### config.mk
export PLATFORM = sky130hd
export DESIGN_NAME = multi_clock_nco
export DESIGN_NICKNAME = d
export VERILOG_FILES = /design/src/rtl/multi_clock_nco.sv
export SDC_FILE = /design/constraint.sdc
export NUM_CORES = 1
export LEC_CHECK = 0
export ABC_AREA = 1
export CELL_PAD_IN_SITES_DETAIL_PLACEMENT = 1
export CELL_PAD_IN_SITES_GLOBAL_PLACEMENT = 1
export CORE_ASPECT_RATIO = 1.25
export CORE_UTILIZATION = 44
export CTS_CLUSTER_DIAMETER = 30
export CTS_CLUSTER_SIZE = 8
export DETAILED_ROUTE_END_ITERATION = 8
export PLACE_DENSITY_LB_ADDON = 0.08
export SETUP_SLACK_MARGIN = 0.2
export SLEW_MARGIN = 20
export SYNTH_ARGS = -nofsm -noshare
export SYNTH_HDL_FRONTEND = slang
export SYNTH_SLANG_ARGS = --single-unit
### constraint.sdc
create_clock -name clock_in -period 2.5 [get_ports clock_in]
set_input_delay 0.5 -clock clock_in [delete_from_list [all_inputs] [get_ports clock_in]]
set_output_delay 0.5 -clock clock_in [all_outputs]
set_load 0.03 [all_outputs]
### src/rtl/multi_clock_nco.sv
// multi_clock_nco
// ---------------
// Bank of independent numerically controlled oscillators sharing one input
// clock. Each channel adds its increment to a phase accumulator every cycle;
// the registered accumulator MSB is the generated clock and the registered
// carry is a one-cycle enable strobe per wrap. A small lock FSM reports when
// the configuration has been left untouched long enough for the outputs to be
// considered stable.
//
// Ports
//   clock_in    : single clock, all logic on its rising edge
//   reset_n     : asynchronous active-low reset
//   incr_load   : one-cycle request to load incr_value into channel incr_chan
//   incr_chan   : target channel; values >= CHANNELS are ignored
//   incr_value  : new phase increment
//   phase_sync  : one-cycle request to zero every accumulator
//   clock_out   : generated clock per channel (registered accumulator MSB)
//   clock_en    : one-cycle strobe per channel on each accumulator wrap
//   locked      : configuration stable for LOCK_CYCLES cycles

module multi_clock_nco #(
    parameter int CHANNELS    = 2,
    parameter int ACC_WIDTH   = 24,
    parameter int LOCK_CYCLES = 16,
    parameter logic [CHANNELS*ACC_WIDTH-1:0] INC_INIT = '0,
    localparam int CHAN_W = (CHANNELS > 1) ? $clog2(CHANNELS) : 1
) (
    input  logic                 clock_in,
    input  logic                 reset_n,
    input  logic                 incr_load,
    input  logic [CHAN_W-1:0]    incr_chan,
    input  logic [ACC_WIDTH-1:0] incr_value,
    input  logic                 phase_sync,
    output logic [CHANNELS-1:0]  clock_out,
    output logic [CHANNELS-1:0]  clock_en,
    output logic                 locked
);

    localparam int CNT_W = $clog2(LOCK_CYCLES + 1);

    typedef enum logic [1:0] {
        ST_RESET,
        ST_SETTLE,
        ST_LOCKED
    } lock_state_t;

    logic [ACC_WIDTH-1:0] acc [CHANNELS];
    logic [ACC_WIDTH-1:0] inc [CHANNELS];
    logic [ACC_WIDTH:0]   sum [CHANNELS];

    lock_state_t      state;
    logic [CNT_W-1:0] settle_cnt;
    logic             load_valid;
    logic             restart;

    // The extra leading zero lets CHANNELS itself be represented, so an
    // out-of-range channel number compares correctly for any CHANNELS.
    assign load_valid = incr_load &&
                        ({1'b0, incr_chan} < (CHAN_W + 1)'(CHANNELS));
    assign restart    = load_valid || phase_sync;

    // Per-channel sum with one extra bit; that top bit is the wrap carry.
    always_comb begin
        for (int i = 0; i < CHANNELS; i++) begin
            sum[i] = {1'b0, acc[i]} + {1'b0, inc[i]};
        end
    end

    // Accumulators, increments and the registered clock/strobe outputs.
    // A load updates inc at this edge, so the accumulation at this same edge
    // still uses the old increment. Matching incr_chan against each in-range
    // index means an out-of-range channel simply selects nothing.
    always_ff @(posedge clock_in or negedge reset_n) begin
        if (!reset_n) begin
            for (int i = 0; i < CHANNELS; i++) begin
                acc[i] <= '0;
                inc[i] <= INC_INIT[i*ACC_WIDTH +: ACC_WIDTH];
            end
            clock_out <= '0;
            clock_en  <= '0;
        end else begin
            for (int i = 0; i < CHANNELS; i++) begin
                if (incr_load && (incr_chan == CHAN_W'(i))) begin
                    inc[i] <= incr_value;
                end
                if (phase_sync) begin
                    acc[i]       <= '0;
                    clock_out[i] <= 1'b0;
                    clock_en[i]  <= 1'b0;
                end else begin
                    acc[i]       <= sum[i][ACC_WIDTH-1:0];
                    clock_out[i] <= sum[i][ACC_WIDTH-1];
                    clock_en[i]  <= sum[i][ACC_WIDTH];
                end
            end
        end
    end

    // Lock FSM. The counter value reaching LOCK_CYCLES-1 while in SETTLE means
    // this is the LOCK_CYCLES-th consecutive settle cycle, so locked rises at
    // LOCK_CYCLES+1 edges after reset release. The counter saturates at
    // LOCK_CYCLES and is held there while locked.
    always_ff @(posedge clock_in or negedge reset_n) begin
        if (!reset_n) begin
            state      <= ST_RESET;
            settle_cnt <= '0;
            locked     <= 1'b0;
        end else begin
            case (state)
                ST_RESET: begin
                    state      <= ST_SETTLE;
                    settle_cnt <= '0;
                    locked     <= 1'b0;
                end
                ST_SETTLE: begin
                    if (restart) begin
                        settle_cnt <= '0;
                    end else if (settle_cnt >= CNT_W'(LOCK_CYCLES - 1)) begin
                        state      <= ST_LOCKED;
                        settle_cnt <= CNT_W'(LOCK_CYCLES);
                        locked     <= 1'b1;
                    end else begin
                        settle_cnt <= settle_cnt + 1'b1;
                    end
                end
                ST_LOCKED: begin
                    if (restart) begin
                        state      <= ST_SETTLE;
                        settle_cnt <= '0;
                        locked     <= 1'b0;
                    end
                end
                default: begin
                    state      <= ST_RESET;
                    settle_cnt <= '0;
                    locked     <= 1'b0;
                end
            endcase
        end
    end

endmodule
## Word level (Yosys, flattened, before mapping)

Cells that the tools add are included.

| operators by class | value |
|---|---|
| reductions and logical operators | 5 |
| eq/ne operators | 5 |
| $lt $le $gt $ge | 1 |
| $add $sub $neg | 3 |
| mux-type cells | 18 |
| multiply operators | 0 |
| shifts and indexed selects | 0 |
| div/mod/pow operators | 0 |
| bitwise logic cells | 1 |

Operator list:

| kind | count |
|---|---|
| adder 24 x 24 -> 25 bit | 2 |
| 2-to-1 mux 24 bit | 2 |
| 2-to-1 mux 5 bit | 3 |
| case mux 5 bit (2 select lines) | 1 |
| 2-to-1 mux 1 bit | 7 |
| 2-to-1 mux 2 bit | 3 |
| != test 2 bit (second input constant) | 3 |
| case mux 2 bit (3 select lines) | 1 |
| adder 5 x 1 -> 5 bit (second input constant) | 1 |
| >= comparator 5 x 4 -> 1 bit (second input constant) | 1 |
| AND reduction 3 bit | 1 |
| == test 2 x 1 -> 1 bit (second input constant) | 1 |
| == test 2 bit (second input constant) | 1 |
| logical AND 1 bit | 2 |
| zero test 2 bit | 1 |
| case mux 1 bit (2 select lines) | 1 |
| logical OR 1 bit | 1 |
| inverter 1 bit | 1 |

| storage, ports and cells | value |
|---|---|
| memories kept | 0 |
| RAM bits | 0 |
| latch bits | 0 |
| memory bits (read-only) | 0 |
| word-level logic and storage cells | 42 |
| register bits | 108 |
| bits of input ports | 29 |

## Logic depth before layout (Yosys ltp)

Gate-level depths: netlist of the first run.

| depth | value |
|---|---|
| depth after elaboration | 4 |
| gate-level depth with buffers | 13 |
| mapped depth without buffers | 13 |

## Least setup slack after synthesis of the first run

No wires, ideal clock.

| timing | value |
|---|---|
| kind | register to register |
| start point | register inc[0] (netlist name) |
| end point | register clock_en[1] |
| clock period less this slack | 1779 ps |
| setup time | 113 ps |
| buffers on the path | 0 |
| arrival time | 1666 ps |
| cell stages (with the launch flop) | 14 |
| setup slack | 721 ps |
| cells stage by stage | dfrtp_1 ha_1 fa_1 nand2_2 nand2_2 and2_4 nand2_1 nand2_2 nand2_2 nand2_2 nand2_1 nand2_1 nand2_1 inv_1 |

| on the way | value |
|---|---|
| cells in the longest elaborated chain, start to end | 2 |

RTL lines:

| element | RTL line | text |
|---|---|---|
| start, declared | 48 | `logic [ACC_WIDTH-1:0] inc [CHANNELS];` |
| start signal, assigned by index | 77 | `inc[i] <= INC_INIT[i*ACC_WIDTH +: ACC_WIDTH];` |
| start signal, assigned by index | 84 | `inc[i] <= incr_value;` |
| adder 24 x 24 -> 25 bit | 65 | `sum[i] = {1'b0, acc[i]} + {1'b0, inc[i]};` |
| 2-to-1 mux 1 bit | 86 | `if (phase_sync) begin` |
| end signal, assigned by index | 93 | `clock_en[i] <= sum[i][ACC_WIDTH];` |
| end, declared | 35 | `output logic [CHANNELS-1:0] clock_en,` |

Every way passes these cells.
A chain may end at the register's enable or synchronous reset.

## Final worst setup path of the first run

| timing | value |
|---|---|
| start point | register inc[24] (netlist name) |
| end point | register acc[46] (netlist name) |

| on the way | value |
|---|---|
| cells in the longest elaborated chain, start to end | 2 |

RTL lines:

| element | RTL line | text |
|---|---|---|
| adder 24 x 24 -> 25 bit | 65 |  |
| 2-to-1 mux 24 bit | 86 |  |
| end signal, assigned by index | 91 | `acc[i] <= sum[i][ACC_WIDTH-1:0];` |
| end, declared | 47 | `logic [ACC_WIDTH-1:0] acc [CHANNELS];` |

Every way passes these cells.

==> qor.txt, run 1 <==
Mapped Cells -> 1067
number of synthesized flops with an enable pin -> 0
CP bufs+invs -> 1
fmax -> 497 MHz
# port buffers -> 33
H-tree levels -> 3
placer congestion estimate -> 0.814
Die Height -> 145 µm
total power per unit cell area -> 899 nW/µm²
IO Pins -> 34
Max Slew Vio Count -> 0
Setup-failing EPs final -> 0
CP arrival -> 2280 ps
Tot GR Track Use -> 26.0%
clk slew on worst S/H paths -> 80 ps
drt total wl -> 19.9 mm
CP max FO -> 4
Synth Register Bits -> 105
dpl hpwl -> 16.0 mm
Hold WS -> 200 ps
die area -> 16800 µm²
Routed WL per cell -> 15.1 µm
first-pass GRT wire length -> 33.2 mm
crit path time final -> 2010 ps
Resized Gates After CTS -> 0
Tcrit/Tclk final -> 80.4%
root buf cell -> clkbuf_16
via count -> 6583
initial antenna violation count -> 0
most common flop cell mapped by yosys -> dfrtp_1
CTS Hold Bufs -> 0
Die Wd -> 116 µm
Max-slew headroom -> 60.8%
DRC Markers -> 0
Netlist cell types -> 32
Synth async-reset ratio -> 100%
DP Worst Slack -> 488 ps
total power -> 7.25 mW
WP data required -> 2770 ps
Layout Skew -> 7.60 ps
VDD IR max -> 340 µV
Crit-path slowest cell -> fa_1
Clock Sinks -> 105
Crit path max-delay family -> simple AND/OR/NAND/NOR gates
Synth-to-Final Area Change -> 12.2%
Seq/Total Area, Yosys -> 36.6%
Tightest Hold Check Type -> input pin to asynchronous set/reset pin
Pleak -> 4.60 nW
setup_tns -> 0 ps
ANT nets after route -> 0
CTS tree -> yes
Max stage delay on crit path -> 430 ps
Final Hold Vio Count -> 0
Longest Clk Path Bufs -> 2
Vias/cell -> 4.99
final setup margin -> 489 ps
status -> finished clean
Top cell by count, worst path -> nand2_1
post-route cell area -> 8070 µm²
CP Capture Type -> register
Core ar. -> 15800 µm²
Mean Syn Cell Area -> 6.73 µm²
synthesized net count -> 1148
CP Class -> register to register
Setup Buffers After CTS -> 0
layout cells sized above 1 -> 6.06%
grt ovf -> 0
RSZ-0062 raised after global routing -> false
Slew @ Worst Pin -> 588 ps
Filler cells -> 2125
Antenna Cells -> 0
row count -> 51
area post-placement -> 7760 µm²
total CTS buffers -> 9
yosys warns -> 0
crit path launch type -> register
Initial Utilization -> 45.6%
DRT iter0 DRCs -> 143
vias in the first global route -> 6887
critical-path cell list -> ha_1 -> fa_1 -> nand2_1 -> nand2_1 -> nand3_1 -> nand2_1 -> nand2_1 -> nand3_1 -> nand2_1 -> inv_1 -> nor2_1
Final #Nets -> 1182
largest net degree at the start of global routing -> 106
Post-Syn Area -> 7190 µm²
first-pass iteration count of the detailed router -> 4
Max Cap Violations -> 0
Worst-Skew Late Latency -> 350 ps
-- flip-flops by register name, indices dropped and copies added, names as in the netlist --
name,count
acc,47
clock_en,2
clock_out,1
inc,48
locked,1
settle_cnt,5
state,1
-- stage by stage --
| step | cells | util (%) |
|---|---|---|
| 5_1_grt | 1318 | 51.2 |
| 6_report | 1318 | 51.2 |
| 3_3_place_gp | 1302 | 49.2 |
| 2_1_floorplan | 1067 | - |
| 3_5_place_dp | 1302 | 49.2 |
| 4_1_cts | 1318 | 51.2 |
-- logic make-up (layout without fill, tap and decap cells) --
group	Yosys count	after routing	share of synthesized area, %
AND/OR/NAND/NOR	566	566	33.1
buffers and inverters	219	258	11.7
AO/OA/AOI/OAI	120	120	8.79
flip-flops	105	105	36.6
adder cells (fa/ha/maj)	52	52	9.26
XOR/XNOR	5	5	0.609
-- layer usage --
layer  track usage [%]  share of wire [%]
met5                 0                  0
met4              6.48                1.3
met3              2.71                1.1
met2              49.0                 54
met1              31.0                 43
-- synthesized netlist by cell type (7+ instances only) --
cell type	number	area, µm²
nor2_1	102	383
nand4_1	10	62.6
ha_1	50	626
nand2_2	20	125
o21ai_0	65	325
a21oi_1	45	225
dfrtp_1	105	2630
clkbuf_1	8	30.0
nor2_4	7	78.8
inv_1	199	747
nand2_1	364	1370
nand3_1	39	195
nor3_1	9	45.0
-- final cells by class --
class	instances	area, µm²	share of cell area, %
inverter	202	758	9.40
clock inverter	7	77.6	0.962
tap	212	265	3.29
timing repair buffer	40	393	4.87
clock buffer	9	225	2.79
multi-input combinational	743	3720	46.1
sequential	105	2630	32.6
-- worst reg2reg max path: stages, from the launching register on --
cell and delay (ps):
dfrtp_1 390, ha_1 230, fa_1 430, nand2_1 100, nand2_1 70, nand3_1 70
nand2_1 140, nand2_1 140, nand3_1 90, nand2_1 70, inv_1 40, nor2_1 140
-- power by group --
group / switching, mW / leakage, nW / internal [mW]
registers: 0.195 / 1.33 / 2.09
clock network: 0.689 / 0.140 / 0.786
logic: 2.31 / 3.13 / 1.19
-- layout by cell type (no fill, tap or decap) --
| cell type | instances |
|---|---|
| nand2_1 | 364 |
| inv_1 | 199 |
| dfrtp_1 | 105 |
| nor2_1 | 102 |
| o21ai_0 | 65 |
| ha_1 | 50 |
| a21oi_1 | 45 |
| nand3_1 | 39 |
| clkdlybuf4s50_1 | 32 |
| nand2_2 | 20 |
| nand4_1 | 10 |
| nor3_1 | 9 |
| clkbuf_16 | 9 |
| nor2_4 | 7 |
| buf_4 | 7 |
| nand3b_1 | 4 |
| nand3_2 | 4 |
| xnor2_1 | 4 |
| inv_2 | 3 |
| a21oi_2 | 3 |
| and2_4 | 3 |
| nor2_2 | 3 |
| clkinvlp_4 | 3 |
| o21bai_1 | 2 |
| fa_1 | 2 |
| or2_1 | 1 |
| xor2_1 | 1 |
| o21a_1 | 1 |
| a211oi_1 | 1 |
| a22oi_1 | 1 |
| a22o_1 | 1 |
| o221ai_1 | 1 |
| inv_8 | 1 |
| bufinv_16 | 1 |
| inv_6 | 1 |
| clkinv_2 | 1 |
| buf_12 | 1 |
-- worst paths after layout --
kind,from,to,slack (ps),cells after the start
max,inc[24],acc[46],490,11
min,reset_n,acc[23],200,2
max reg2reg,inc[24],acc[46],490,11
min reg2reg,inc[46],inc[46],500,2
max in group asynchronous,reset_n,acc[32],1840,2
min in group clock_in,inc[46],inc[46],500,2
(Power assumes the default switching activity.)
==> run 2, diff against run 1 <==
clock period = 2 ns   (was 2.5 ns; I/O delays follow)
==> run 2 against run 1 <==
The run now ends with negative hold slack left. Core utilization rose by 5.2 points. Critical path depth unchanged. Largest power group unchanged. Sequential power is 34% higher. Critical endpoint is now acc[16]. Setup slack worse by 310 ps. Register-to-register slack got worse by 310 ps. Clock power increased by 24%. Sequential cell count did not move. Die area unchanged. Combinational power up 56%. Non-clock buffer count rose by 19. Clock skew up 5.0 ps. Routed wire length rose by 18%. Highest routed layer unchanged.
==> qor.txt, run 2 (synthesized netlist as in run 1, its figures left out) <==
ANT nets after route -> 0 (unchanged)
Worst-Skew Late Latency -> 370 ps (+20 ps)
Layout Skew -> 12.6 ps (+5.03 ps)
grt ovf -> 0 (unchanged)
CP max FO -> 4 (unchanged)
Top cell by count, worst path -> nand2_4
fmax -> 549 MHz (+10%)
crit path time final -> 1820 ps (-189 ps)
WP data required -> 2260 ps (-510 ps)
total CTS buffers -> 9 (unchanged)
Setup-failing EPs final -> 0 (unchanged)
largest registers -> inc (48), acc (47), settle_cnt (5)
Biggest register -> inc
Max stage delay on crit path -> 420 ps (about the same)
Tightest Hold Check Type -> input pin to asynchronous set/reset pin
most common cell after layout, fill and taps aside -> nand2_1
first-pass iteration count of the detailed router -> 5 (+1)
drt total wl -> 23.4 mm (+18%)
CP Class -> register to register
layout cells sized above 1 -> 16.7% (+11 points)
Reg2Reg Depth -> 11 (unchanged)
Tot GR Track Use -> 26.4% (+0.47 points)
violated checks -> negative hold slack
dpl hpwl -> 16.3 mm (+1.6%)
Clock Sinks -> 105 (unchanged)
Vias/cell -> 5.13 (+2.7%)
Max Cap Violations -> 0 (unchanged)
post-route cell area -> 8890 µm² (+10%)
area post-placement -> 7830 µm² (+0.90%)
clk slew on worst S/H paths -> 80 ps (about the same)
Die Height -> 145 µm (unchanged)
setup_tns -> 0 ps (unchanged)
Core ar. -> 15800 µm² (unchanged)
Max Slew Vio Count -> 0 (unchanged)
die area -> 16800 µm² (unchanged)
placer congestion estimate -> 0.826 (+1.5%)
root buf cell -> clkbuf_16
Routed WL per cell -> 17.5 µm (+16%)
flop-to-flop setup slack -> 180 ps (-310 ps)
Tcrit/Tclk final -> 91.1% (+11 points)
largest net degree at the start of global routing -> 49 (-54%)
via count -> 6855 (+4.1%)
CP arrival -> 2080 ps (-200 ps)
DRT iter0 DRCs -> 205 (+43%)
commonest non-fill, non-tap cells in the layout -> 340 x nand2_1, 197 x inv_1, 104 x dfrtp_1, 83 x nor2_1, 65 x o21ai_0
vias in the first global route -> 6728 (-2.3%)
Max-slew headroom -> 68.2% (+7.4 points)
CP Capture Type -> register
Pleak -> 4.78 nW (+3.8%)
Filler cells -> 2033 (-4.3%)
Slew @ Worst Pin -> 477 ps (-111 ps)
row count -> 51 (unchanged)
total power -> 10.4 mW (+43%)
Hold WS -> -12.8 ps (-213 ps)
Synth-to-Final Area Change -> 23.7%
Longest Clk Path Bufs -> 2 (unchanged)
Die Wd -> 116 µm (unchanged)
H-tree levels -> 3 (unchanged)
# port buffers -> 33 (unchanged)
total power per unit cell area -> 1170 nW/µm² (+30%)
first-pass GRT wire length -> 33.2 mm (about the same)
Initial Utilization -> 45.6% (unchanged)
Core Util, Final -> 56.4% (+5.2 points)
initial antenna violation count -> 0 (unchanged)
max reg flops -> 48 (unchanged)
crit path launch type -> register
Crit-path slowest cell -> dfrtp_1
RSZ-0062 raised after global routing -> true
Final #Nets -> 1201 (+1.6%)
status -> finished, violations left
critical-path cell list -> ha_4 -> fa_2 -> nand2_2 -> nand2_2 -> and2_4 -> nand2_4 -> nand2_4 -> nand2_4 -> nand2_4 -> o21bai_1 -> nor2_1
CTS tree -> yes
Final Hold Vio Count -> 25 (+25)
Antenna Cells -> 0 (unchanged)
CTS Hold Bufs -> 0 (unchanged)
IO Pins -> 34 (unchanged)
DRC Markers -> 0 (unchanged)
VDD IR max -> 501 µV (+48%)
[run 2: cell types whose count changed in the layout (fill, tap and decap cells not counted), moves of 6 or more]
cell and change:
nor2_2 +18, ha_1 -38, nand2_4 +9, a21oi_1 -6, ha_4 +33, nand2_2 +15, nand3_1 -6, nor2_1 -19
a21oi_2 +6, buf_4 +17, nand2_1 -24
[run 2: power by group]
group	switching (mW)	leakage, nW	internal (mW)
Clock	0.933	0.141	0.912
Combinational	3.33	3.30	2.13
Sequential	0.449	1.33	2.62
[run 2: timing repair]
| action | in CTS | in global routing |
|---|---|---|
| resized for setup | 32 | 104 |
| pin swaps | 11 | 21 |
| setup buffers | 8 | 5 |
| endpoints found under the setup margin | 29 | 32 |
[run 2: path summary, 6_finish.rpt]
kind	startpoint	endpoint
worst max-delay path	inc[0]	acc[16]
worst min-delay path	reset_n	acc[21]
worst max register to register	inc[0]	acc[16]
worst min register to register	state[0]	state[0]
max in group asynchronous	reset_n	inc[25]
min in group clock_in	state[0]	state[0]
[run 2: stage by stage]
step	std cells	setup WS [ps]
detailed placement	1308	41.1
finish	1337	179
floorplan	1067	221
CTS	1332	134
global placement	1308	122
global route	1337	79.7
[run 2: critical path, delay by kind of cell, from the launching register on]
kind	cells	cell delay (ps)
AO/OA/AOI/OAI	1	130
adder cells (fa/ha/maj)	2	540
flip-flops	1	420
AND/OR/NAND/NOR	8	610
[run 2: cell type report]
cell class | count | area (µm²) | share of cell area [%]
Tap cell | 212 | 265 | 2.98
Clock buffer | 10 | 239 | 2.69
Timing Repair Buffer | 59 | 554 | 6.24
Sequential cell | 105 | 2630 | 29.6
Multi-Input combinational cell | 743 | 4390 | 49.3
Clock inverter | 6 | 57.6 | 0.647
Inverter | 202 | 758 | 8.53
[run 2: layer usage]
| metal | GRT usage (%) | up-vias | wire [µm] |
|---|---|---|---|
| met1 | 31.1 | 3340 | 9340 |
| li1 | - | 3377 | - |
| met5 | 0 | - | 0 |
| met2 | 48.7 | 87 | 12700 |
| met4 | 9.92 | 0 | 812 |
| met3 | 3.08 | 51 | 506 |
==> run 3, diff against run 2 <==
CORE_MARGIN = 2   (was default)
REMOVE_ABC_BUFFERS = 1   (was default)
==> run 3 against run 2 <==
The flow now finishes without violations. Die area grew 3.1%. Critical path depth grew 1. Via count grew 0.63%. Register-to-register slack lost 140 ps. Clock skew is essentially flat. Sequential power is essentially flat. Hold slack gained 480 ps. Global-route usage shrank 1.3 points. Core utilization shrank 0.72 points. Maximum frequency shrank 7.4%. Critical path type unchanged. Critical endpoint is now acc[36]. Largest cell class unchanged. Largest power group unchanged.
==> qor.txt, run 3 (synthesized netlist as in run 1, its figures left out) <==
dpl hpwl -> 16.1 mm (-1.0%)
GRT busiest layer -> met2
H-tree levels -> 3 (unchanged)
clk slew on worst S/H paths -> 70 ps (about the same)
GRT met3 Usage -> 3.49% (+0.41 points)
VDD IR max -> 461 µV (-8.0%)
max reg flops -> 48 (unchanged)
placed cell count -> 1312 (+0.31%)
status -> finished clean
commonest non-fill, non-tap cells in the layout -> 339 x nand2_1, 195 x inv_1, 105 x dfrtp_1, 80 x nor2_1, 63 x o21ai_0
Clock Sinks -> 105 (unchanged)
Slew @ Worst Pin -> 429 ps (-47.9 ps)
IO Pins -> 34 (unchanged)
ANT nets after route -> 0 (unchanged)
WP data required -> 2290 ps (+30 ps)
Worst-Skew Late Latency -> 360 ps (about the same)
total power per unit cell area -> 1150 nW/µm² (-1.8%)
CP max FO -> 3 (-1)
Longest Clk Path Bufs -> 2 (unchanged)
Die Height -> 147 µm (+1.4%)
total CTS buffers -> 9 (unchanged)
met2 usage in global routing -> 47.2% (-1.5 points)
crit path time final -> 1970 ps (+145 ps)
Filler cells -> 2099 (+3.2%)
Tcrit/Tclk final -> 98.3% (+7.2 points)
CP Capture Type -> register
row count -> 52 (+2.0%)
placer congestion estimate -> 0.870 (+5.3%)
Max-slew headroom -> 71.4% (+3.2 points)
Biggest register -> inc
Reg2Reg Depth -> 12 (+1)
die area -> 17400 µm² (+3.1%)
Core ar. -> 16100 µm² (+2.0%)
Tot GR Track Use -> 25.2% (-1.3 points)
Pleak -> 4.81 nW (+0.68%)
crit path launch type -> register
Final #Nets -> 1207 (+0.50%)
first-pass GRT wire length -> 34.7 mm (+4.8%)
setup_tns -> 0 ps (unchanged)
vias in the first global route -> 7203 (+7.1%)
DRC Markers -> 0 (unchanged)
Routed WL per cell -> 16.8 µm (-4.0%)
Vias/cell -> 5.12 (about the same)
worst hold start -> state[0]
largest net degree at the start of global routing -> 49 (unchanged)
total power -> 10.2 mW (-1.2%)
DRT iter0 DRCs -> 268 (+31%)
# port buffers -> 33 (unchanged)
crit path launch -> inc[24]
Crit Reg-Reg Startpoint -> inc[24]
CP Class -> register to register
CP arrival -> 2250 ps (+170 ps)
initial antenna violation count -> 0 (unchanged)
Synth-to-Final Area Change -> 24.5%
layout cells sized above 1 -> 17.5% (+0.81 points)
fin cells -> 1346 (+0.67%)
RSZ-0062 raised after global routing -> true
M1 GR Usage -> 29.7% (-1.4 points)
largest registers -> inc (48), acc (47), settle_cnt (5)
most common cell after layout, fill and taps aside -> nand2_1
CTS tree -> yes
Initial Utilization -> 44.7% (-0.88 points)
Max Slew Vio Count -> 0 (unchanged)
fmax -> 509 MHz (-7.4%)
Tightest Hold Check Type -> register to register
Die Wd -> 118 µm (+1.7%)
Layout Skew -> 12.7 ps (+0.0471 ps)
grt ovf -> 0 (unchanged)
root buf cell -> clkbuf_16
Max Cap Violations -> 0 (unchanged)
Hold Crit Depth -> 1
Antenna Cells -> 0 (unchanged)
Setup-failing EPs final -> 0 (unchanged)
Final Hold Vio Count -> 0 (-100%)
drt total wl -> 22.6 mm (-3.4%)
first-pass iteration count of the detailed router -> 4 (-1)
via count -> 6898 (+0.63%)
==> run 3: final timing paths <==
check | endpoint | slack (ps)
max | acc[36] | 30
min | state[0] | 470
max reg2reg | acc[36] | 30
min reg2reg | state[0] | 470
max in group asynchronous | inc[45] | 860
min in group asynchronous | state[0] | 500
==> run 3: per-layer routing <==
| layer | wire length [µm] | vias to the layer above |
|---|---|---|
| met2 | 12300 | 80 |
| met3 | 400 | 46 |
| met5 | 0 | - |
| met4 | 629 | 0 |
| li1 | - | 3383 |
| met1 | 9260 | 3389 |
==> run 3: report_power, final <==
part           internal, mW  total (mW)  switching (mW)  leakage, nW
Sequential             2.62        3.07           0.451         1.33
Combinational          2.18        5.49            3.31         3.35
Clock                 0.871        1.69           0.823        0.128
Total                  5.66        10.2            4.58         4.81
==> run 3: through the flow <==
| stage | instance area (µm²) | setup slack, ps | util [%] | hold slack (ps) |
|---|---|---|---|---|
| after global routing | 8950 | -52.2 | 55.7 | 534 |
| after global placement | 7830 | 124 | 48.7 | 346 |
| after detailed placement | 7830 | 75.3 | 48.7 | 347 |
| after CTS | 8270 | 169 | 51.5 | 478 |
| final | 8950 | 33.9 | 55.7 | 472 |
| after floorplan | 7100 | 205 | - | 104 |
==> run 3: timing repair <==
item	4_1_cts	5_1_grt
setup endpoints to repair	23	39
hold endpoints to repair	26	0
hold buffers	1	0
cloned	0	0
resized for setup	32	114
pin swaps	3	28
setup buffers	5	13
==> run 3: final cells by class <==
class / instances / area [µm²] / area share (%)
multi-input combinational: 743 / 4430 / 49.5
sequential: 105 / 2630 / 29.4
inverter: 202 / 758 / 8.47
timing repair buffer: 65 / 601 / 6.71
tap: 216 / 270 / 3.02
clock buffer: 12 / 246 / 2.75
clock inverter: 3 / 17.5 / 0.196
==> run 3: critical path: stages, from the launching register on <==
cell and delay (ps):
dfrtp_1 430, ha_4 190, fa_2 410, nand2_2 110, nand2_2 60, and2_4 160
nand2_4 60, nand2_4 70, nand2_2 80, nand2_2 70, nand2_1 80, nand2_1 60
nor2_1 130
